--- config.mk ---
export PLATFORM = sky130hd
export DESIGN_NAME = acumulador_ula
export DESIGN_NICKNAME = d
export VERILOG_FILES = /design/src/rtl/acumulador_ula.sv
export SDC_FILE = /design/constraint.sdc
export NUM_CORES = 1
export LEC_CHECK = 0
export ABC_AREA = 1
export BUFFER_PORTS_ARGS = -buffer_cell sky130_fd_sc_hd__buf_2
export CAP_MARGIN = 0
export CORE_AREA = 4 4 80 82
export CTS_BUF_LIST = sky130_fd_sc_hd__clkbuf_8
export CTS_CLUSTER_SIZE = 16
export DETAILED_ROUTE_END_ITERATION = 8
export DIE_AREA = 0 0 84 86
export PLACE_DENSITY = 0.6
export SETUP_SLACK_MARGIN = 0.15
export SYNTH_ARGS = -nofsm -noshare
export SYNTH_HDL_FRONTEND = slang
export SYNTH_SLANG_ARGS = --single-unit
--- constraint.sdc ---
create_clock -name clk -period 1.25 [get_ports clk]
set_input_delay 0.375 -clock clk [delete_from_list [all_inputs] [get_ports clk]]
set_output_delay 0.375 -clock clk [all_outputs]
set_load 0.03 [all_outputs]
--- src/rtl/acumulador_ula.sv ---
// Sequencing accumulator placed in front of an external 8-bit ALU: it accepts one
// command at a time, drives the ALU operands from registers and folds the result back into acc.
module acumulador_ula #(
    parameter int NBITS = 8,
    parameter int CBITS = 16
) (
    input  logic             clk,
    input  logic             rst_n,
    input  logic             in_valid,
    output logic             in_ready,
    input  logic [NBITS-1:0] in_b,
    input  logic [2:0]       in_op,
    output logic [NBITS-1:0] ula_a,
    output logic [NBITS-1:0] ula_b,
    output logic [1:0]       ula_f,
    input  logic [NBITS-1:0] ula_saida,
    input  logic             ula_flag,
    output logic             out_valid,
    input  logic             out_ready,
    output logic [NBITS-1:0] acc,
    output logic             flag_ult,
    output logic             flag_acum,
    output logic [CBITS-1:0] cont
);

    typedef enum logic [1:0] {OCIOSO, EXECUTA, RESULTADO} state_t;

    localparam logic [2:0] OP_LOAD  = 3'b100;
    localparam logic [2:0] OP_CLEAR = 3'b101;

    state_t           state;
    logic [NBITS-1:0] b_reg;
    logic [2:0]       op_reg;

    // The ALU operands come straight from registers, so they are stable for the whole EXECUTA cycle.
    assign ula_a = acc;
    assign ula_b = b_reg;
    assign ula_f = op_reg[1:0];

    // NOTE: all state below uses non-blocking assignments so every register samples
    // the values from before the edge, regardless of statement order.
    always_ff @(posedge clk or negedge rst_n) begin
        if (!rst_n) begin
            state     <= OCIOSO;
            b_reg     <= '0;
            op_reg    <= '0;
            acc       <= '0;
            flag_ult  <= 1'b0;
            flag_acum <= 1'b0;
            cont      <= '0;
            in_ready  <= 1'b1;
            out_valid <= 1'b0;
        end else begin
            case (state)
                OCIOSO: begin
                    if (in_valid) begin
                        b_reg    <= in_b;
                        op_reg   <= in_op;
                        in_ready <= 1'b0;
                        state    <= EXECUTA;
                    end
                end
                EXECUTA: begin
                    cont      <= cont + 1'b1;
                    out_valid <= 1'b1;
                    state     <= RESULTADO;
                    if (!op_reg[2]) begin
                        acc       <= ula_saida;
                        flag_ult  <= ula_flag;
                        flag_acum <= flag_acum | ula_flag;
                    end else if (op_reg == OP_LOAD) begin
                        acc      <= b_reg;
                        flag_ult <= 1'b0;
                    end else if (op_reg == OP_CLEAR) begin
                        acc       <= '0;
                        flag_ult  <= 1'b0;
                        flag_acum <= 1'b0;
                    end else begin
                        flag_ult <= 1'b0;
                    end
                end
                RESULTADO: begin
                    if (out_ready) begin
                        out_valid <= 1'b0;
                        in_ready  <= 1'b1;
                        state     <= OCIOSO;
                    end
                end
                default: begin
                    out_valid <= 1'b0;
                    in_ready  <= 1'b1;
                    state     <= OCIOSO;
                end
            endcase
        end
    end

endmodule

# == Yosys cells after proc, flatten, opt, wreduce, memory -nomap -nowiden ==
# Index checks and enable logic that the tools add are counted.
# classes
add_sub_neg,1
n_mul,0
div,0
n_lt_le_gt_ge,0
n_eq_ne,9
shifts,0
muxes,15
bitwise_logic,3
n_reduce_logical,7
# ops
cell,count
two-way mux 8 bit,3
adder 16 x 1 -> 16 bit (second input constant),1
AND reduction 2 bit,4
two-way mux 1 bit,7
equality test 3 bit (second input constant),2
inequality test 2 bit (second input constant),3
case mux 1 bit (3 select lines),2
case mux 2 bit (3 select lines),1
AND reduction 3 bit,2
two-way mux 2 bit,2
inequality test 3 x 1 -> 1 bit (second input constant),1
equality test 2 x 1 -> 1 bit (second input constant),1
equality test 2 bit (second input constant),1
logical NOT 2 bit,1
inequality test 2 x 1 -> 1 bit (second input constant),1
inverter 1 bit,2
OR 1 bit,1
# totals
regBits,41
latchBits,0
ramBits,0
romBits,0
in_bits,24
output_inout_bits,46
memories,0

# == Logic depth before layout (Yosys ltp) ==
# Gate-level depths: netlist of the first run.
# logic_depth
ltp_word,4
mapped_depth,9
ltp_nobuf,9

# == Least setup slack after synthesis of the first run ==
# OpenSTA, ideal clock, no wires.
# synth_timing
kind,flip-flop to flip-flop
from,register cont[1]
to,register cont[8]
arrival_time_ps,1356
t_required_ps,1170
slack_ps,-186
stages_incl_launch_ff,7
synth_period_minus_slack_ps,1436
cell_sequence,dfrtp_1 -> ha_1 -> nand3_1 -> nor2_4 -> nand2_1 -> nor2_1 -> xor2_1
# synth_between
elab_chain_cells,1
# synth_lines
element,line_no,rtl
start: declaration,23,output logic [CBITS-1:0] cont
start signal: assignment,64,cont <= cont + 1'b1;
adder 16 x 1 -> 16 bit,64,
# Every way passes these cells.
# A chain may end at the register's enable or synchronous reset.

# == Worst setup path in the final report of the first run ==
# layout_timing
from,register op_reg[1]
to,output ula_f[1]
# layout_lines
element,line_no,rtl
start: declaration,33,logic [2:0] op_reg;
start signal: assignment,58,op_reg <= in_op;
end: declaration,15,"output logic [1:0] ula_f,"
# No word-level cell between the ends.

==> run_results.csv, run 1 <==
group,metric,value,unit
yosys,yosys-top-cells-count,"nand2_1 (68), dfrtp_1 (40), nor2_1 (23)",
yosys,syn_nets,255,
detailed_routing,via_count,1940,
die,pin_count,70,
cells_and_area,diodes,0,
setup_path,start_kind,"flop",
setup_path,crit_path_end_kind,"primary output",
die,core_area,0.00575,mm2
global_route,grt_pass1_wl,9630,um
sta,relSlewSlack,81.7,%
die,die-area,0.00722,mm2
die,start_util,34.3,%
placement,hpwl,3510,um
global_route,grt_max_degree,42,
yosys,avgSynthCellArea,8.56,um2
min_path,holdCritPathClass,"in2async",
detailed_routing,drtIter0Drc,38,
cells_and_area,multi_input_area,976,um2
setup_path,rr_worst_depth,8,
detailed_routing,routedWlPerCell,13.4,um
yosys,ys.flop_type,"dfrtp_1",
die,die_height,86,um
cts,clk_pin_slew,0.08,ns
sta,worstMarginPinSlew,0.273,ns
yosys,async_flop_share,100,%
cells_and_area,drive_above_1_share,59.4,%
yosys,synth_most_common_cell,"nand2_1",
yosys,synth_cell_types,26,
cts,h-tree-depth,2,
placement,dp_worst_setup_slack,0.0195,ns
sta,slew_violations,0,
yosys,ys_ff_latch,41,
sta,max_freq,0.745,GHz
placement,placed_cell_area,0.00243,mm2
power_and_ir_drop,power_density,2510,mW/mm2
status,violations,"setup timing",
setup_path,cp.arrival,0.97,ns
yosys,synth_top_area_share,50.9,%
detailed_routing,drc,0,
global_route,grt-ovfl-total,0,
cells_and_area,post-route-util,61.2,%
detailed_routing,wl,5750,um
yosys,synth-edff-count,0,
cts,cts_tree,"done",
setup_path,worstPathRequired,0.88,ns
detailed_routing,vias_per_cell,4.51,
cells_and_area,top_register,"cont",
cells_and_area,fin_area,0.00352,mm2
detailed_routing,drtAntennaViolNets,0,
yosys,synthesis.area,0.00197,mm2
cts,insertion_delay,0.30,ns
placement,gp_congestion,0.759,
power_and_ir_drop,p_leak,1.72,nW
setup_path,worstReg2RegEnd,"acc[4]$_DFFE_PN0P_",
yosys,synth_cells,230,
placement,portBuffers,69,
sta,worst_slack,-0.0918,ns
sta,final.setup_skew,0.00354,ns
global_route,grt_pass1_vias,2075,
cells_and_area,largest_reg_flops,16,
yosys,ys_seq_area_share,52.2,%
cts,clock_sinks,41,
setup_path,r2r-start,"state[0]$_DFFE_PN0P_",
power_and_ir_drop,vdd_drop_max,0.00157,V
setup_path,crit_path_max_fanout,2,
sta,setup_viol,29,
cells_and_area,ff_latch_area,0.00104,mm2
cts,numCtsBuffers,5,
detailed_routing,drt_pre_antenna_iters,4,
cells_and_area,syn_to_final_growth,78.7,%
setup_path,rrSetupSlack,-0.07,ns
yosys,ys_top_cells_by_area,"dfrtp_1 (51%), nand2_1 (13%), nor2_1 (4.4%), buf_4 (4.2%), inv_1 (3.8%)",
yosys,yosys_warnings,0,
cts,hold_buffers,0,
global_route,antenna_found_initial,0,
setup_path,critPathKind,"reg2out",
sta,period_share,107,%
flow_run,maxCapViolCount,0,
sta,rsz0062_at_grt,"yes",
sta,holdWs,0.0367,ns
die,chipWidth,84,um
cells_and_area,nFillCells,495,
cts,cts_buffer_depth,2,
sta,fin_crit,1.34,ns
yosys,yosysTopAreaCell,"dfrtp_1",
status,status,"finished, violations left",
global_route,track_usage,16.6,%
cts,cts_root_buf,"clkbuf_8",
cells_and_area,fin_nets,379,
die,rows,28,
sta,finalHoldViolCount,0,
kinds of logic after synthesis:
kind of cell    synth area share (%)
flops                           52.2
xor+xnor                        4.45
fa+ha+maj                      0.636
buf+inv                         9.92
compound gates                  6.42
simple gates                    26.4
metrics by stage:
stage,instances,power (mW),TNS (ns)
after global routing,430,9.30,-2.98
after CTS,419,8.36,-0.801
after floorplan,230,4.58,-0.0458
after detailed placement,370,5.36,0
final,430,8.82,-0.970
after global placement,370,5.33,0
power breakdown:
group / leakage (nW) / internal, mW / switching, mW
Combinational: 1.15 / 2.44 / 2.80
Sequential: 0.500 / 1.82 / 0.489
Clock: 0.0681 / 0.794 / 0.485
worst max-delay path, cell delays in order, from the launching register on:
cell	delay [ns]
dfrtp_1	0.40
buf_4	0.14
buf_6	0.13
metal layers:
metal / vias up / GRT usage [%] / part of all wire [%]
met5: - / 0 / 0
met4: 0 / 5.26 / 1.5
met3: 7 / 5.67 / 6.5
met2: 48 / 29.7 / 53
met1: 919 / 18.6 / 39
li1: 966 / - / -
cell type report:
| class | instances | share of cell area (%) |
|---|---|---|
| flip-flops and latches | 41 | 29.5 |
| well taps | 75 | 2.67 |
| repair buffers | 127 | 32.7 |
| repair inverters | 2 | 0.391 |
| multi-input cells | 152 | 27.7 |
| clock buffers | 5 | 1.96 |
| inverters | 25 | 3.20 |
| clock inverters | 3 | 1.85 |
how the worst max path moves through the flow:
stage                           from  cells past startpoint              endpoint  slack [ns]
2_1_floorplan    cont[1]$_DFFE_PN0P_                      6   cont[8]$_DFFE_PN0P_       -0.03
3_3_place_gp    state[0]$_DFFE_PN0P_                      6  cont[15]$_DFFE_PN0P_        0.05
3_5_place_dp    state[0]$_DFFE_PN0P_                      6  cont[15]$_DFFE_PN0P_        0.02
4_1_cts         in_ready$_DFFE_PN1P_                      1              in_ready       -0.10
5_1_grt          cont[0]$_DFFE_PN0P_                      7  cont[11]$_DFFE_PN0P_       -0.13
6_report       op_reg[1]$_DFFE_PN0P_                      2              ula_f[1]       -0.09
repair_timing:
action,in CTS,in global routing
setup buffers,38,11
pin swaps,25,15
endpoints found under the setup margin,78,81
cloned,3,0
resized for setup,129,48
cell usage in the layout (no fill, tap or decap), drive strengths merged, types with 2 or more instances in the layout:
cell type  count
a21oi         14
buf          127
bufinv         2
clkbuf         5
clkinv         3
dfrtp         40
inv           24
nand2         70
nand3          6
nand4         11
nor2          28
nor3           3
o21ai          8
xnor2          4
xor2           6
Note: power is estimated with default switching activity, not from simulation.
==> run 2, diff against run 1 <==
--- a/config.mk
+++ b/config.mk
@@ -13,7 +13,7 @@
 export CTS_CLUSTER_SIZE = 16
 export DETAILED_ROUTE_END_ITERATION = 8
 export DIE_AREA = 0 0 84 86
-export PLACE_DENSITY = 0.6
+export PLACE_DENSITY = 0.58
 export SETUP_SLACK_MARGIN = 0.15
 export SYNTH_ARGS = -nofsm -noshare
 export SYNTH_HDL_FRONTEND = slang
==> constraint.sdc (replaced) <==
create_clock -name clk -period 1.55 [get_ports clk]
set_input_delay 0.465 -clock clk [delete_from_list [all_inputs] [get_ports clk]]
set_output_delay 0.465 -clock clk [all_outputs]
set_load 0.03 [all_outputs]
==> run 2 against run 1 <==
  * The flow now finishes without violations
  * Via count down 11%
  * Count of clock-buffer cells in the layout unchanged
  * Sequential power down 22%
  * Sequential cell count unchanged
  * Worst hold slack better by 0.32 ns
  * Wire length down 17%
  * Register-to-register slack better by 0.35 ns
  * First-iteration DRC count down 32%
  * Clock skew up 0.0020 ns
  * Clock power down 46%
  * Design area down 25%
  * Final cell count down 10%
  * Critical path type unchanged
  * Largest cell class is now flip-flops and latches
==> run_results.csv, run 2 (synthesized netlist as in run 1, its figures left out) <==
group,metric,value,unit
sta,max_freq,0.700,GHz
cts,h-tree-depth,2,
sta,setup_viol,0,
setup_path,rrSetupSlack,0.28,ns
die,start_util,34.3,%
global_route,grt_pass1_wl,7520,um
status,status,"finished, final reports clean",
sta,worstMarginPinSlew,0.323,ns
sta,rsz0062_at_grt,"yes",
sta,slew_violations,0,
cts,numCtsBuffers,5,
power_and_ir_drop,power_density,1940,mW/mm2
global_route,grt_pass1_vias,1572,
cts,cts_tree,"done",
die,pin_count,70,
global_route,track_usage,12.9,%
setup_path,path_buf_inv,1,
cells_and_area,syn_to_final_growth,34.6,%
sta,final.setup_skew,0.00556,ns
power_and_ir_drop,p_sw_share,48.2,%
detailed_routing,drt_pre_antenna_iters,4,
setup_path,cp.arrival,0.96,ns
sta,relSlewSlack,78.4,%
sta,fin_crit,1.43,ns
sta,holdWs,0.360,ns
cts,insertion_delay,0.29,ns
die,chipWidth,84,um
cts,cts_buffer_depth,2,
power_and_ir_drop,pwr-share-seq,35.1,%
setup_path,crit_path_max_incr_delay,0.55,ns
cts,clock_sinks,41,
power_and_ir_drop,switchingPower,2.47,mW
die,die_height,86,um
cells_and_area,drive_above_1_share,37.2,%
setup_path,crit_path_max_fanout,2,
cells_and_area,fin_nets,336,
setup_path,crit_family,"flip-flops",
power_and_ir_drop,power.share.combinational,51.4,%
die,die-area,0.00722,mm2
global_route,grt_max_degree,25,
global_route,grt-ovfl-total,0,
global_route,antenna_found_initial,0,
setup_path,path_cells,"buf_6",
detailed_routing,routedWlPerCell,12.3,um
sta,period_share,92.2,%
cts,cts_root_buf,"clkbuf_8",
power_and_ir_drop,p_leak,1.37,nW
power_and_ir_drop,vdd_drop_max,0.00110,V
min_path,holdCritPathClass,"in2reg",
setup_path,start_kind,"flop",
placement,gp_congestion,0.805,
setup_path,worstPathRequired,1.08,ns
detailed_routing,wl,4760,um
cells_and_area,top_register,"cont",
cells_and_area,diodes,0,
placement,portBuffers,69,
setup_path,crit_path_end_kind,"primary output",
placement,hpwl,3500,um
detailed_routing,drc,0,
power_and_ir_drop,clkPwrFrac,13.5,%
flow_run,maxCapViolCount,0,
detailed_routing,drtAntennaViolNets,0,
detailed_routing,via_count,1732,
die,core_area,0.00575,mm2
die,rows,28,
cts,clk_pin_slew,0.08,ns
setup_path,critPathKind,"reg2out",
sta,tns,0,ns
cells_and_area,final_cell_mix,"nand2_1 (68), buf_2 (45), dfrtp_1 (34)",
detailed_routing,drtIter0Drc,26,
cells_and_area,final_common_cell,"nand2_1",
detailed_routing,vias_per_cell,4.48,
power_and_ir_drop,cellInternalPower,2.66,mW
sta,finalHoldViolCount,0,
cells_and_area,largest_reg_flops,16,
setup_path,crit_slowest_cell,"dfstp_2",
[run 2: cell types whose count changed in the layout (fill, tap and decap cells not counted), moves of 12 or more]
cell	delta
nand2_1	+15
buf_6	-56
nand2_2	-14
buf_4	-15
buf_2	+22
nor2_1	+12
[run 2: per-stage QoR]
step	util, %	power [mW]	cell area (um2)	setup WS, ns	cells
finish	46.1	5.13	2650	0.122	387
global route	46.1	5.51	2650	0.0830	387
detailed placement	41.0	4.20	2350	0.207	365
floorplan	-	3.64	1970	0.224	230
CTS	43.0	4.96	2470	0.102	374
global placement	41.0	4.19	2350	0.252	365
[run 2: final cells by class]
| cell class | count | area, um2 |
|---|---|---|
| Fill cell | 584 | 3100 |
| Sequential cell | 41 | 1030 |
| Multi-Input combinational cell | 151 | 756 |
| Timing Repair Buffer | 86 | 571 |
| Inverter | 25 | 100 |
| Tap cell | 75 | 93.8 |
| Clock buffer | 5 | 68.8 |
| Clock inverter | 3 | 18.8 |
| Timing Repair inverter | 1 | 7.51 |
[run 2: per-layer routing]
metal | global-route usage, % | part of all wire, % | up-vias
met5 | 0 | 0 | -
met4 | 3.07 | 0.40 | 0
met3 | 4.51 | 6.5 | 2
met2 | 20.3 | 49 | 51
met1 | 17.1 | 44 | 799
li1 | - | - | 880
[run 2: timing repair]
item	CTS	global route
setup endpoints to repair	7	38
gates resized for setup	8	41
cloned	0	1
buffers inserted	0	12
endpoints found under the hold margin	2	0
hold buffers	1	0
[run 2: worst paths after layout]
kind                                               to  depth (start not counted)             startpoint
max in group asynchronous         cont[3]$_DFFE_PN0P_                          3                  rst_n
worst max register to register    cont[8]$_DFFE_PN0P_                          6    cont[1]$_DFFE_PN0P_
worst min register to register  out_valid$_DFFE_PN0P_                          2  out_valid$_DFFE_PN0P_
worst min-delay path             ula_b[1]$_DFFE_PN0P_                          3                in_b[1]
worst max-delay path                         in_ready                          1   in_ready$_DFFE_PN1P_
min in group asynchronous        state[0]$_DFFE_PN0P_                          2                  rst_n
[run 2: power by group through the flow]
stage	Sequential (mW)	Combinational [mW]	Clock [mW]
after floorplan	2.37	1.27	0
after global placement	1.80	2.39	0
after detailed placement	1.80	2.40	0
after CTS	1.79	2.44	0.729
after global routing	1.86	2.87	0.773
final	1.80	2.64	0.691
==> run 3, diff against run 2 <==
==> constraint.sdc (replaced) <==
create_clock -name clk -period 1.35 [get_ports clk]
set_input_delay 0.405 -clock clk [delete_from_list [all_inputs] [get_ports clk]]
set_output_delay 0.405 -clock clk [all_outputs]
set_load 0.03 [all_outputs]
==> run 3 against run 2 <==
  * The run now ends with setup timing left
  * Final cell count rose by 9.3%
  * Largest cell class is now buffers
  * Clock skew grew 0.0013 ns
  * Largest power group unchanged
  * Non-clock buffer count grew 35
  * Clock power increased by 14%
  * Worst hold slack lost 0.30 ns
  * Global-route usage rose by 1.8 points
  * Power rose by 40%
==> run_results.csv, run 3 (synthesized netlist as in run 1, its figures left out) <==
group,metric,value,unit
die,die-area,0.00722,mm2
cts,cts_root_buf,"clkbuf_8",
power_and_ir_drop,power_density,2210,mW/mm2
cells_and_area,multi_input_area,855,um2
detailed_routing,vias_per_cell,4.42,
sta,slew_violations,0,
sta,max_freq,0.734,GHz
power_and_ir_drop,vdd_drop_max,0.00148,V
global_route,grt_pass1_vias,1868,
sta,period_share,101,%
cts,hold_buffers,0,
die,pin_count,70,
sta,relSlewSlack,79.8,%
setup_path,rrSetupSlack,0.03,ns
placement,placed_cell_area,0.00240,mm2
setup_path,cp.arrival,0.96,ns
setup_path,rr_worst_depth,5,
placement,hpwl,3480,um
cts,cts_buffer_depth,2,
detailed_routing,wl,5270,um
setup_path,crit_family,"flip-flops",
power_and_ir_drop,p_leak,1.62,nW
setup_path,critPathKind,"reg2out",
global_route,grt_max_degree,28,
die,rows,28,
sta,worstMarginPinSlew,0.302,ns
die,core_area,0.00575,mm2
setup_path,path_buf_inv,1,
cells_and_area,ff_latch_area,0.00104,mm2
cts,insertion_delay,0.29,ns
setup_path,crit_path_max_fanout,2,
cells_and_area,fin_nets,372,
die,chipWidth,84,um
detailed_routing,drtIter0Drc,47,
status,violations,"setup timing",
cells_and_area,nFillCells,530,
cells_and_area,final_cell_mix,"nand2_1 (62), buf_6 (51), buf_4 (46)",
min_path,holdCritPathClass,"in2async",
setup_path,r2r-start,"state[1]$_DFFE_PN0P_",
cts,h-tree-depth,2,
cts,clock_sinks,41,
setup_path,path_cells,"buf_6",
global_route,track_usage,14.7,%
cts,clk_pin_slew,0.08,ns
global_route,grt-ovfl-total,0,
sta,worst_slack,-0.0115,ns
detailed_routing,drt_pre_antenna_iters,4,
sta,finalHoldViolCount,0,
cells_and_area,fin_area,0.00324,mm2
setup_path,start_kind,"flop",
detailed_routing,via_count,1869,
flow_run,maxCapViolCount,0,
sta,rsz0062_at_grt,"yes",
die,die_height,86,um
setup_path,worstReg2RegEnd,"acc[2]$_DFFE_PN0P_",
detailed_routing,routedWlPerCell,12.5,um
cells_and_area,top_register,"cont",
detailed_routing,drtAntennaViolNets,0,
global_route,grt_pass1_wl,8580,um
cells_and_area,final_common_cell,"nand2_1",
cells_and_area,largest_reg_flops,16,
cells_and_area,drive_above_1_share,50.6,%
placement,portBuffers,69,
cts,cts_tree,"done",
sta,fin_crit,1.36,ns
setup_path,worstPathRequired,0.95,ns
setup_path,crit_slowest_cell,"dfstp_2",
cells_and_area,syn_to_final_growth,64.7,%
sta,final.setup_skew,0.00684,ns
setup_path,crit_path_end_kind,"primary output",
global_route,antenna_found_initial,0,
sta,setup_viol,1,
placement,gp_congestion,0.779,
cts,numCtsBuffers,5,
cells_and_area,diodes,0,
die,start_util,34.3,%
placement,dp_worst_setup_slack,0.0691,ns
status,status,"finished, violations left",
setup_path,crit_path_max_incr_delay,0.54,ns
detailed_routing,drc,0,
-- run 3: changes by cell type in the layout (fill, tap and decap cells not counted), moves of 4 or more --
cell and delta:
nand2_2 +6, nand2_1 -6, buf_2 -22, nor2_2 +4, buf_6 +45, buf_4 +21
clkbuf_4 -8, nand3_2 +5, nand3_1 -5, nor2_1 -5
-- run 3: cell type report --
class                   count  area share [%]
repair buffers            121            32.5
clock inverters             3           0.579
inverters                  25            3.24
well taps                  75            2.90
clock buffers               5            2.12
flip-flops and latches     41            32.0
repair inverters            1           0.232
multi-input cells         152            26.4
-- run 3: metrics by stage --
step                      setup TNS, ns  total power, mW  util, %  hold slack [ns]  std cells
after floorplan                       0             4.23        -            0.109        230
after global placement                0             4.87     41.7            0.378        367
after detailed placement              0             4.90     41.7            0.377        367
after CTS                       -0.0223             6.84     53.4           0.0638        408
after global routing             -0.212             7.60     56.4           0.0759        423
final                           -0.0115             7.16     56.4           0.0614        423
-- run 3: repair_timing --
action / CTS / global route
cloned: 2 / 0
setup endpoints to repair: 74 / 67
pin swaps: 13 / 24
resized for setup: 108 / 18
buffers inserted: 31 / 15
-- run 3: worst max path at each step --
stage / to / depth (start not counted) / start
3_5_place_dp: cont[15]$_DFFE_PN0P_ / 6 / state[1]$_DFFE_PN0P_
6_report: in_ready / 1 / in_ready$_DFFE_PN1P_
5_1_grt: acc[5]$_DFFE_PN0P_ / 6 / op_reg[1]$_DFFE_PN0P_
3_3_place_gp: cont[15]$_DFFE_PN0P_ / 6 / state[1]$_DFFE_PN0P_
2_1_floorplan: cont[8]$_DFFE_PN0P_ / 6 / cont[1]$_DFFE_PN0P_
4_1_cts: in_ready / 1 / in_ready$_DFFE_PN1P_
-- run 3: where the power goes --
group | internal [mW] | total (mW) | switching, mW
clock network | 0.357 | 0.790 | 0.433
logic | 1.92 | 4.23 | 2.31
registers | 1.69 | 2.14 | 0.453
-- run 3: layer usage --
metal  routed length [um]  GRT usage [%]  up-vias
met1                 2280           17.7      858
li1                     -              -      951
met4                   38           2.63        0
met3                  295           3.65        5
met5                    0              0        -
met2                 2660           26.7       55
